$ cat config.mk
export PLATFORM = sky130hd
export DESIGN_NAME = id_ex_stage
export DESIGN_NICKNAME = d
export VERILOG_FILES = /design/src/rtl/id_ex_stage.sv
export SDC_FILE = /design/constraint.sdc
export NUM_CORES = 2
export LEC_CHECK = 0
export BUFFER_PORTS_ARGS = -buffer_cell sky130_fd_sc_hd__buf_2
export CAP_MARGIN = 40
export CORE_UTILIZATION = 55
export CTS_CLUSTER_SIZE = 20
export DETAILED_ROUTE_END_ITERATION = 10
export PLACE_DENSITY = 0.72
export SLEW_MARGIN = 20
export SYNTH_ARGS = -nofsm -noshare
export SYNTH_HDL_FRONTEND = slang
export SYNTH_SLANG_ARGS = --single-unit
$ cat constraint.sdc
create_clock -name clk -period 3.5 [get_ports clk]
set_clock_uncertainty 0.05 [all_clocks]
set_input_delay 0.7 -clock clk [delete_from_list [all_inputs] [get_ports clk]]
set_output_delay 0.7 -clock clk [all_outputs]
set_load 0.005 [all_outputs]
$ cat src/rtl/id_ex_stage.sv
// ID/EX pipeline stage: register file, op decode, operand forwarding and an
// output register toward the ALU, with valid/ready flow control.
module id_ex_stage #(
  parameter int DATA_W   = 32,
  parameter int REG_AW   = 5,
  parameter int NUM_REGS = 32
) (
  input  logic              clk,
  input  logic              rst_n,
  input  logic              in_valid,
  output logic              in_ready,
  input  logic [5:0]        in_op,
  input  logic [REG_AW-1:0] in_rs,
  input  logic [REG_AW-1:0] in_rt,
  input  logic [REG_AW-1:0] in_rd,
  input  logic [15:0]       in_imm,
  input  logic              wb_en,
  input  logic [REG_AW-1:0] wb_addr,
  input  logic [DATA_W-1:0] wb_data,
  input  logic              ex_fwd_en,
  input  logic [REG_AW-1:0] ex_fwd_addr,
  input  logic [DATA_W-1:0] ex_fwd_data,
  input  logic              ex_is_load,
  input  logic              flush,
  input  logic              out_ready,
  output logic              out_valid,
  output logic [3:0]        out_control,
  output logic [DATA_W-1:0] out_oper1,
  output logic [DATA_W-1:0] out_oper2,
  output logic [REG_AW-1:0] out_dest,
  output logic              out_reg_wr,
  output logic              out_mem_rd,
  output logic              out_mem_wr,
  output logic [DATA_W-1:0] out_store_data,
  output logic              illegal_op
);

  localparam logic [5:0] OP_ADD  = 6'd0;
  localparam logic [5:0] OP_SUB  = 6'd1;
  localparam logic [5:0] OP_MUL  = 6'd2;
  localparam logic [5:0] OP_AND  = 6'd3;
  localparam logic [5:0] OP_OR   = 6'd4;
  localparam logic [5:0] OP_ADDI = 6'd5;
  localparam logic [5:0] OP_LDB  = 6'd10;
  localparam logic [5:0] OP_LDW  = 6'd11;
  localparam logic [5:0] OP_STB  = 6'd12;
  localparam logic [5:0] OP_STW  = 6'd13;
  localparam logic [5:0] OP_MOV  = 6'd14;

  logic [DATA_W-1:0] regs [NUM_REGS];

  logic              dec_legal;
  logic [3:0]        dec_ctl;
  logic              dec_use_rt;
  logic              dec_imm;
  logic              dec_zero_op2;
  logic              dec_dest_rt;
  logic              dec_rw;
  logic              dec_mr;
  logic              dec_mw;

  logic [DATA_W-1:0] rs_val;
  logic [DATA_W-1:0] rt_val;
  logic [DATA_W-1:0] simm;
  logic [DATA_W-1:0] oper2_nxt;
  logic [DATA_W-1:0] store_nxt;
  logic [REG_AW-1:0] dest_nxt;

  logic              hazard;
  logic              adv;
  logic              accept;

  always_comb begin
    dec_legal    = 1'b1;
    dec_ctl      = 4'd0;
    dec_use_rt   = 1'b0;
    dec_imm      = 1'b0;
    dec_zero_op2 = 1'b0;
    dec_dest_rt  = 1'b0;
    dec_rw       = 1'b0;
    dec_mr       = 1'b0;
    dec_mw       = 1'b0;
    case (in_op)
      OP_ADD, OP_SUB, OP_MUL, OP_AND, OP_OR: begin
        dec_ctl    = in_op[3:0];
        dec_use_rt = 1'b1;
        dec_rw     = 1'b1;
      end
      OP_ADDI: begin
        dec_ctl     = 4'd0;
        dec_imm     = 1'b1;
        dec_dest_rt = 1'b1;
        dec_rw      = 1'b1;
      end
      OP_LDB, OP_LDW: begin
        dec_ctl     = in_op[3:0];
        dec_imm     = 1'b1;
        dec_dest_rt = 1'b1;
        dec_rw      = 1'b1;
        dec_mr      = 1'b1;
      end
      OP_STB, OP_STW: begin
        dec_ctl    = in_op[3:0];
        dec_imm    = 1'b1;
        dec_use_rt = 1'b1;
        dec_mw     = 1'b1;
      end
      OP_MOV: begin
        dec_ctl      = 4'd14;
        dec_zero_op2 = 1'b1;
        dec_rw       = 1'b1;
      end
      default: dec_legal = 1'b0;
    endcase
  end

  // Source priority: EX result, then same-cycle WB write, then the array.
  always_comb begin
    if (in_rs == '0)
      rs_val = '0;
    else if (ex_fwd_en && !ex_is_load && (in_rs == ex_fwd_addr))
      rs_val = ex_fwd_data;
    else if (wb_en && (in_rs == wb_addr))
      rs_val = wb_data;
    else
      rs_val = regs[in_rs];
  end

  always_comb begin
    if (in_rt == '0)
      rt_val = '0;
    else if (ex_fwd_en && !ex_is_load && (in_rt == ex_fwd_addr))
      rt_val = ex_fwd_data;
    else if (wb_en && (in_rt == wb_addr))
      rt_val = wb_data;
    else
      rt_val = regs[in_rt];
  end

  always_comb begin
    simm = {{(DATA_W-16){in_imm[15]}}, in_imm};
    if (dec_imm)
      oper2_nxt = simm;
    else if (dec_zero_op2)
      oper2_nxt = '0;
    else
      oper2_nxt = rt_val;
    store_nxt = dec_mw ? rt_val : '0;
    dest_nxt  = dec_dest_rt ? in_rt : in_rd;
  end

  // Only sources the op really reads can stall; unknown ops read nothing.
  assign hazard = ex_fwd_en && ex_is_load && (ex_fwd_addr != '0) && dec_legal &&
                  ((ex_fwd_addr == in_rs) || (dec_use_rt && (ex_fwd_addr == in_rt)));

  assign adv      = !out_valid || out_ready;
  assign in_ready = adv && !hazard && !flush;
  assign accept   = in_valid && in_ready;

  always_ff @(posedge clk or negedge rst_n) begin
    if (!rst_n) begin
      for (int i = 0; i < NUM_REGS; i++)
        regs[i] <= '0;
    end else if (wb_en && (wb_addr != '0)) begin
      regs[wb_addr] <= wb_data;
    end
  end

  always_ff @(posedge clk or negedge rst_n) begin
    if (!rst_n) begin
      out_valid      <= 1'b0;
      out_control    <= '0;
      out_oper1      <= '0;
      out_oper2      <= '0;
      out_dest       <= '0;
      out_reg_wr     <= 1'b0;
      out_mem_rd     <= 1'b0;
      out_mem_wr     <= 1'b0;
      out_store_data <= '0;
      illegal_op     <= 1'b0;
    end else begin
      illegal_op <= accept && !dec_legal;
      if (flush) begin
        out_valid <= 1'b0;
      end else if (adv) begin
        out_valid <= accept && dec_legal;
        if (accept && dec_legal) begin
          out_control    <= dec_ctl;
          out_oper1      <= rs_val;
          out_oper2      <= oper2_nxt;
          out_dest       <= dest_nxt;
          out_reg_wr     <= dec_rw;
          out_mem_rd     <= dec_mr;
          out_mem_wr     <= dec_mw;
          out_store_data <= store_nxt;
        end
      end
    end
  end

endmodule

==> flow_summary.toml <==
[outcome]
status = "finished clean"

[routing]
drc_errors = 0
viasPerCell = 7.30
dr_total_vias = 44200
drt_first_pass_iters = 6
wl_per_cell_um = 36.3
drt-initial-drc-count = 5596
wl_um = 220000
ant_nets = 0

[final_layout]
instances_no_fill = 6052
fin_area_mm2 = 0.0695
seq_area_mm2 = 0.0284
multi_input_area_mm2 = 0.0306
final_util = 0.635
final.fill_count = 8056
areaGrowthSynthToFinish_pct = 13.7
layout.nets = 4585
drive_gt1_frac = 0.521

[worst_setup_path]
end_kind = "output port"
worstPathMaxFanout = 8
cp.arrival_ns = 2.30
worstSetupPathType = "in -> out"
required_ns = 2.75
start_kind = "input pin"

[yosys]
synth_top_cell_area_share = 0.464
ys_async_sr_fraction = 1.00
seq_area_frac_synth = 0.464
syn_nets = 4420
synth-seq-cells = 1134
synth_ff_type = "dfrtp_1"
ys_types = 72
yosysTopAreaCell = "dfrtp_1"
avgSynthCellArea_um2 = 14.2
synth_cells = 4301
yosysWarnings = 0
syn_area_mm2 = 0.0611
netlist_top_cells_area = "dfrtp_1, mux2_2, mux4_2"
synth-edff-count = 0

[cts]
cts_tree = "done"
clockBufferDepth = 3
clk_pin_slew_ns = 0.06
clkSinkCount = 1134
cts_setup_buffers = 0
post_cts_resize_count = 0
cts-root-buf = "clkbuf_16"
ctsHoldBuffers = 1
htree_levels = 3
clk_latency_ns = 0.77
numCtsBuffers = 119

[place]
placed_cells = 5817
dp_worst_setup_slack_ns = -0.191
gp_congestion = 0.970
io_buffer_count = 229
dp_hpwl_um = 141000
place_area_mm2 = 0.0653

[global_route]
grt_max_degree = 87
grt_usage = 0.392
grt_pass1_wl_um = 317000
grt_overflow_total = 0
antenna_found_initial = 19
grt_pass1_vias = 44000

[die]
start_util = 0.558
core-area_mm2 = 0.109
num_io_pins = 230
core.rowCount = 121
die_area_mm2 = 0.112
die_h_um = 335
die_w_um = 335

[timing]
max_freq_mhz = 327
hold_violations = 0
worst_pin_slew_ns = 0.862
period_needed_ns = 3.05
final-max-slew-violation-count = 0
rsz0062_at_grt = "no"
fin_ws_ns = 0.446
relSlewSlack = 0.425
setup-violations-final = 0
fin_crit_sh = 0.873

[power]
leakage_uw = 0.0305
p_per_area_mw_per_mm2 = 566
max-vdd-ir-drop_mv = 0.520
clkPwrFrac = 0.339
p_comb_frac = 0.211
swShare = 0.287
p_seq_frac = 0.450
switchingPower_uw = 11300
total_power_uw = 39400
internal_power_uw = 28100

[worst_hold_path]
min_path_type = "in -> reg"

[run]
maxCapViolations = 0
==> layer usage <==
layer | part of all wire | routed length, um | GRT usage | vias up
li1 | - | - | - | 17100
met1 | 0.37 | 81100 | 0.511 | 23100
met2 | 0.43 | 94400 | 0.559 | 3159
met3 | 0.13 | 27700 | 0.139 | 856
met4 | 0.075 | 16400 | 0.247 | 16
met5 | 0.00068 | 149 | 0.00304 | -
==> final timing paths <==
check | from | cells after the start | to | slack, ns
min reg2reg | regs[1013] | 0 | regs[1013] | 0.35
max | in_rt[3] | 8 | in_ready | 0.45
max in group asynchronous | rst_n | 4 | regs[899] | 1.86
max reg2reg | out_valid | 8 | out_oper2[30] | 1.04
min in group asynchronous | rst_n | 2 | regs[386] | 0.45
min | flush | 2 | out_valid | 0.08
==> critical path, cell delays in order <==
cell	delay (ns)
buf_2	0.34
xnor2_1	0.20
nand2_1	0.17
a2111oi_2	0.39
o21ai_2	0.09
nor2_1	0.19
nor3b_1	0.08
buf_2	0.14
==> cells in the mapped netlist (49+ instances only) <==
master and instances:
mux2i_1 122, dfrtp_1 1134, clkbuf_1 261, nand3_1 107, mux2_2 1190, a221oi_1 105
nand2_1 99, o21ai_0 66, buf_1 49, buf_2 97, nor2_1 49, mux4_2 394
==> metrics by stage <==
stage,hold WS (ns),TNS [ns]
5_1_grt,0.0892,0
6_report,0.0825,0
3_3_place_gp,0.329,-0.884
3_5_place_dp,0.334,-0.375
4_1_cts,0.0631,0
2_1_floorplan,0.354,0
==> logic make-up after synthesis <==
family          after synthesis  share of synthesized area
mux                        1718                      0.390
flops                      1134                      0.464
buf+inv                     508                     0.0393
compound gates              530                     0.0718
simple gates                390                     0.0322
xor+xnor                     21                    0.00301
==> cells in the final DEF, fill, tap and decap left out, types with 10 or more instances in the layout <==
cell	count
mux4_2	394
a221o_1	17
buf_12	79
o2bb2ai_1	15
o2111ai_1	15
clkbuf_1	25
a22o_1	16
o32ai_1	23
o221ai_1	46
nand3_1	107
clkbuf_16	120
mux2i_1	122
mux4_1	12
inv_1	29
nand2_2	16
bufinv_16	11
o211ai_1	32
dfrtp_1	1134
nor3_1	19
nor2_4	19
diode_2	10
a32o_1	25
and2_1	33
o311ai_1	16
mux2_2	1190
a22oi_1	44
and3_1	22
buf_4	211
o21ai_0	66
a221oi_1	105
xnor2_1	13
nor2_1	27
nand2b_1	11
clkinv_2	23
o22a_1	17
buf_2	223
o2111a_1	12
o22ai_1	22
clkbuf_8	27
nand2_1	83
==> registers in the layout (all words and copies together) (netlist names) <==
register and flops:
illegal_op 1, out_control 4, out_dest 5, out_mem_rd 1, out_mem_wr 1, out_oper1 32
out_oper2 32, out_reg_wr 1, out_store_data 32, out_valid 1, regs 1024
==> final cells by class <==
type	instances	area share
flip-flops and latches	1134	0.408
clock buffers	172	0.0499
well taps	1476	0.0266
repair buffers	522	0.0634
multi-input cells	2659	0.440
diodes	10	0.000360
inverters	30	0.00162
clock inverters	49	0.00943
==> power groups by stage <==
stage | logic (uW) | clock network (uW) | registers [uW]
2_1_floorplan | 5790 | 0 | 17000
3_3_place_gp | 7950 | 0 | 17600
3_5_place_dp | 8150 | 0 | 17800
4_1_cts | 8200 | 13400 | 17600
5_1_grt | 8770 | 13900 | 18000
6_report | 8300 | 13300 | 17700
Power figures use the tool's default switching activity.
